## src/rtl/crumb_sink.sv

```systemverilog
// Terminating receiver for a crumb chain: checks that clk/rst_n toggle in lockstep,
// locks after LOCK_CNT good toggles and packs rbit samples into WIDTH-bit words.
module crumb_sink #(
    parameter int WIDTH    = 8,
    parameter int LOCK_CNT = 4,
    parameter int ERR_W    = 8
) (
    input  logic             clk,
    input  logic             rst_n,
    input  logic             en,
    input  logic             crumb_clk,
    input  logic             crumb_rst_n,
    input  logic             crumb_en,
    input  logic             crumb_rbit,
    input  logic             word_ready,
    output logic [WIDTH-1:0] word_data,
    output logic             word_valid,
    output logic             lock,
    output logic             overflow,
    output logic [ERR_W-1:0] err_count
);
    localparam int GW = $clog2(LOCK_CNT + 1);
    localparam int BW = $clog2(WIDTH + 1);

    typedef enum logic [1:0] {IDLE, ACQUIRE, LOCKED} state_t;

    state_t           state, state_n;
    logic             clk_q, rst_q, en_q, rbit_q, clk_p;
    logic [GW-1:0]    good_cnt, good_n;
    logic [WIDTH-1:0] shreg, shreg_n;
    logic [BW-1:0]    bitcnt, bitcnt_n;
    logic             push, err_inc;
    logic             tog, rise, bad_tog;

    assign tog     = clk_q != clk_p;
    assign rise    = tog & clk_q;
    // A healthy chain drives rst_n to the same level as clk after every toggle.
    assign bad_tog = tog & (rst_q != clk_q);
    assign lock    = (state == LOCKED);

    always_comb begin
        state_n  = state;
        good_n   = good_cnt;
        shreg_n  = shreg;
        bitcnt_n = bitcnt;
        push     = 1'b0;
        err_inc  = 1'b0;
        if (en) begin
            case (state)
                IDLE: begin
                    if (en_q) begin
                        state_n = ACQUIRE;
                        good_n  = '0;
                    end
                end
                ACQUIRE: begin
                    if (!en_q) begin
                        state_n = IDLE;
                    end else if (bad_tog) begin
                        good_n  = '0;
                        err_inc = 1'b1;
                    end else if (tog) begin
                        if (good_cnt == GW'(LOCK_CNT - 1)) begin
                            state_n  = LOCKED;
                            shreg_n  = '0;
                            bitcnt_n = '0;
                        end else begin
                            good_n = good_cnt + 1'b1;
                        end
                    end
                end
                LOCKED: begin
                    if (!en_q) begin
                        state_n  = IDLE;
                        shreg_n  = '0;
                        bitcnt_n = '0;
                    end else if (bad_tog) begin
                        state_n  = ACQUIRE;
                        good_n   = '0;
                        err_inc  = 1'b1;
                        shreg_n  = '0;
                        bitcnt_n = '0;
                    end else if (rise) begin
                        shreg_n = {shreg[WIDTH-2:0], rbit_q};
                        if (bitcnt == BW'(WIDTH - 1)) begin
                            push     = 1'b1;
                            bitcnt_n = '0;
                        end else begin
                            bitcnt_n = bitcnt + 1'b1;
                        end
                    end
                end
                default: state_n = IDLE;
            endcase
        end
    end

    always_ff @(posedge clk) begin
        if (!rst_n) begin
            state     <= IDLE;
            clk_q     <= 1'b0;
            rst_q     <= 1'b0;
            en_q      <= 1'b0;
            rbit_q    <= 1'b0;
            clk_p     <= 1'b0;
            good_cnt  <= '0;
            shreg     <= '0;
            bitcnt    <= '0;
            err_count <= '0;
        end else if (en) begin
            state    <= state_n;
            clk_q    <= crumb_clk;
            rst_q    <= crumb_rst_n;
            en_q     <= crumb_en;
            rbit_q   <= crumb_rbit;
            clk_p    <= clk_q;
            good_cnt <= good_n;
            shreg    <= shreg_n;
            bitcnt   <= bitcnt_n;
            if (err_inc && (err_count != '1))
                err_count <= err_count + 1'b1;
        end
    end

    // Holding register keeps running while en=0 so the consumer can drain it.
    always_ff @(posedge clk) begin
        if (!rst_n) begin
            word_data  <= '0;
            word_valid <= 1'b0;
            overflow   <= 1'b0;
        end else if (push) begin
            if (!word_valid || word_ready) begin
                word_data  <= shreg_n;
                word_valid <= 1'b1;
            end else begin
                overflow <= 1'b1;
            end
        end else if (word_valid && word_ready) begin
            word_valid <= 1'b0;
        end
    end
endmodule

```

## config.mk

```make
export PLATFORM = sky130hd
export DESIGN_NAME = crumb_sink
export DESIGN_NICKNAME = d
export VERILOG_FILES = /design/src/rtl/crumb_sink.sv
export SDC_FILE = /design/constraint.sdc
export NUM_CORES = 1
export LEC_CHECK = 0
export CORE_MARGIN = 4
export CORE_UTILIZATION = 35
export CTS_CLUSTER_SIZE = 25
export DETAILED_ROUTE_END_ITERATION = 12
export GPL_TIMING_DRIVEN = 0
export SYNTH_ARGS = -nofsm -noshare
export SYNTH_HDL_FRONTEND = slang
export SYNTH_SLANG_ARGS = --single-unit
export TNS_END_PERCENT = 5
```

## constraint.sdc

```tcl
create_clock -name clk -period 4.9 [get_ports clk]
set_input_delay 0.735 -clock clk [delete_from_list [all_inputs] [get_ports clk]]
set_output_delay 0.735 -clock clk [all_outputs]
set_load 0.02 [all_outputs]
```

==> impl_metrics.ini <==
[synth]
synth_edf_count = 0
synth-main-ff-cell = dfxtp_1
synth.avg_cell_area_um2 = 9.03
yosysWarningCount = 0
yosysUniqueCellTypes = 47
ys_async_sr_fraction = 0
synth_fp_nets = 242
yosysSeqAreaShare = 0.394
synth_top_area_frac = 0.394
synth_top_area_cell = dfxtp_1
syn_area_um2 = 2030
synthCells = 225
netlist_top_cells_area = dfxtp_1 (39%), ha_1 (5.5%), mux2i_1 (5.4%)
ys_seq_elements = 40

[routing]
routed_wl_um = 4450
viasPerCell = 5.15
drtIter0Drc = 66
drt.antenna.violating_nets = 0
drtPass1Iterations = 4
drc = 0
vias = 1695
wl_per_cell_um = 13.5

[floorplanning]
die_height_um = 84.2
num_rows = 27
die-area_um2 = 7080
die_w_um = 84.2
ios = 27
start_util = 0.364
core_area_um2 = 5570

[timing]
worstMarginPinSlew_ns = 0.570
drv_slew = 0
clock_skew_ns = 0.0109
hold-worst-slack_ns = 0.466
hold_viol = 0
fin_crit_ns = 2.35
grt_setup_unrepaired = no
setup_slack_ns = 2.55
slew_headroom = 0.619
timing.setup.tns_ns = 0
max_freq_mhz = 426
fin_crit_sh = 0.479
final-setup-viol-count = 0

[finish]
final_cell_mix = dfxtp_1 (40), clkdlybuf4s50_1 (25), nand2_1 (16), a21oi_1 (16), nor2_1 (16)
final_common_cell = dfxtp_1
drive_gt1_frac = 0.0817
antenna_cells = 0
post-route-util = 0.440
post-route-cell-area_um2 = 2450
stdcell_count = 329
syn_to_final_growth_pct = 20.8
nets = 274

[clock_network]
post_cts_resized = 0
clk_root_buffer_cell = clkbuf_8
cts_tree = built
clock_latency_ns = 0.29
h-tree-depth = 2
cts.sinks = 40
path_clk_slew_ns = 0.08
cts_max_path_buffers = 2
cts_setup_buffers = 0
numCtsBuffers = 5
holdBufCountCts = 0

[global_routing]
antenna_found_initial = 0
use_met1 = 0.183
top_usage_layer = met2
grt_max_degree = 13
grt_util_met2 = 0.200
grt_overflow = 0
grtUsageMet3 = 0.0373
gr-usage-all-layers = 0.133
grt_pass1_vias = 1643
grt_first_pass_wirelength_um = 7750

[setup_path]
cp_max_fo = 10
crit_arrival_ns = 2.57
cp_cell_sequence = clkdlybuf4s50_1 > buf_2 > nand4b_1 > o32ai_1 > nand3_1 > o22ai_1
critPathCaptureType = flip-flop
worst-setup-path-type = input port to flip-flop
critPathRequiredTime_ns = 5.12
slowest_delay_ns = 0.51
cp-start-kind = input port
slowest_stage = clkdlybuf4s50_1

[placed_design]
dp_worst_setup_slack_ns = 2.24
dp.cells = 322
dpl.hpwl_um = 3190
dpl_cell_area_um2 = 2370
portBuffers = 25
place_congestion = 0.791

[power_and_ir_drop]
cellLeakagePower_nw = 0.874
power_uw = 593
ir_drop_mv = 0.144
powerDensity_nw_per_um2 = 242

[min_path]
hold_class = flip-flop to flip-flop

[outcome]
outcome = complete, no violations

[run]
maxCapViolCount = 0
[registers in the layout, indices dropped and copies added (netlist names)]
register / cells
clk_q: 1
clk_p: 1
en_q: 1
shreg: 8
bitcnt: 4
word_valid: 1
err_count: 8
overflow: 1
rbit_q: 1
rst_q: 1
word_data: 8
good_cnt: 3
state: 2
[layout make-up]
| class | count | area [um2] |
|---|---|---|
| clock inverter | 2 | 12.5 |
| tap | 72 | 90.1 |
| buffer | 14 | 65.1 |
| clock buffer | 5 | 68.8 |
| multi-input combinational | 161 | 1130 |
| fill | 585 | 3120 |
| timing repair buffer | 25 | 250 |
| sequential | 40 | 801 |
| inverter | 10 | 37.5 |
[worst max-delay path, delay by kind of cell]
family                 cells  cell delay (ns)
AO/OA/AOI/OAI              2             0.71
buffers and inverters      2             0.76
AND/OR/NAND/NOR            2             0.35
[cells by family after synthesis]
kind of cell | count (synthesis) | synth area share
adder cells (fa/ha/maj) | 9 | 0.0555
buffers and inverters | 24 | 0.0505
flip-flops | 40 | 0.394
multiplexers | 11 | 0.0542
XOR/XNOR | 3 | 0.0222
AND/OR/NAND/NOR | 71 | 0.188
AO/OA/AOI/OAI | 67 | 0.235
[report_power, final]
group          leakage [nW]  internal, mW  switching, mW
Combinational         0.510        0.0190         0.0313
Clock                0.0400        0.0964          0.114
Sequential            0.323         0.328        0.00366
Total                 0.874         0.443          0.149
[path summary, 6_finish.rpt]
path                    start     endpoint  slack [ns]  cells after the start
setup reg to reg        clk_q    bitcnt[3]        2.71                      7
setup / recovery           en    bitcnt[2]        2.55                      6
hold reg to reg   good_cnt[1]  good_cnt[1]        0.47                      2
hold / removal    good_cnt[1]  good_cnt[1]        0.47                      2
[Yosys cell counts (all sizes together), types with 4 or more instances]
library cell and instances:
nand3 6, nand2 16, ha 9, nor2b 9, a21oi 16, dfxtp 40, clkbuf 8, a2bb2oi 8
inv 10, o21ai 12, nand4 5, nor2 16, mux2i 11, o31ai 4, a31oi 9, buf 6
[routing by layer]
metal	part of all wire	vias up
met4	0.013	0
met3	0.034	7
met5	0	-
met1	0.53	781
li1	-	884
met2	0.42	23
Power figures use the tool's default switching activity.
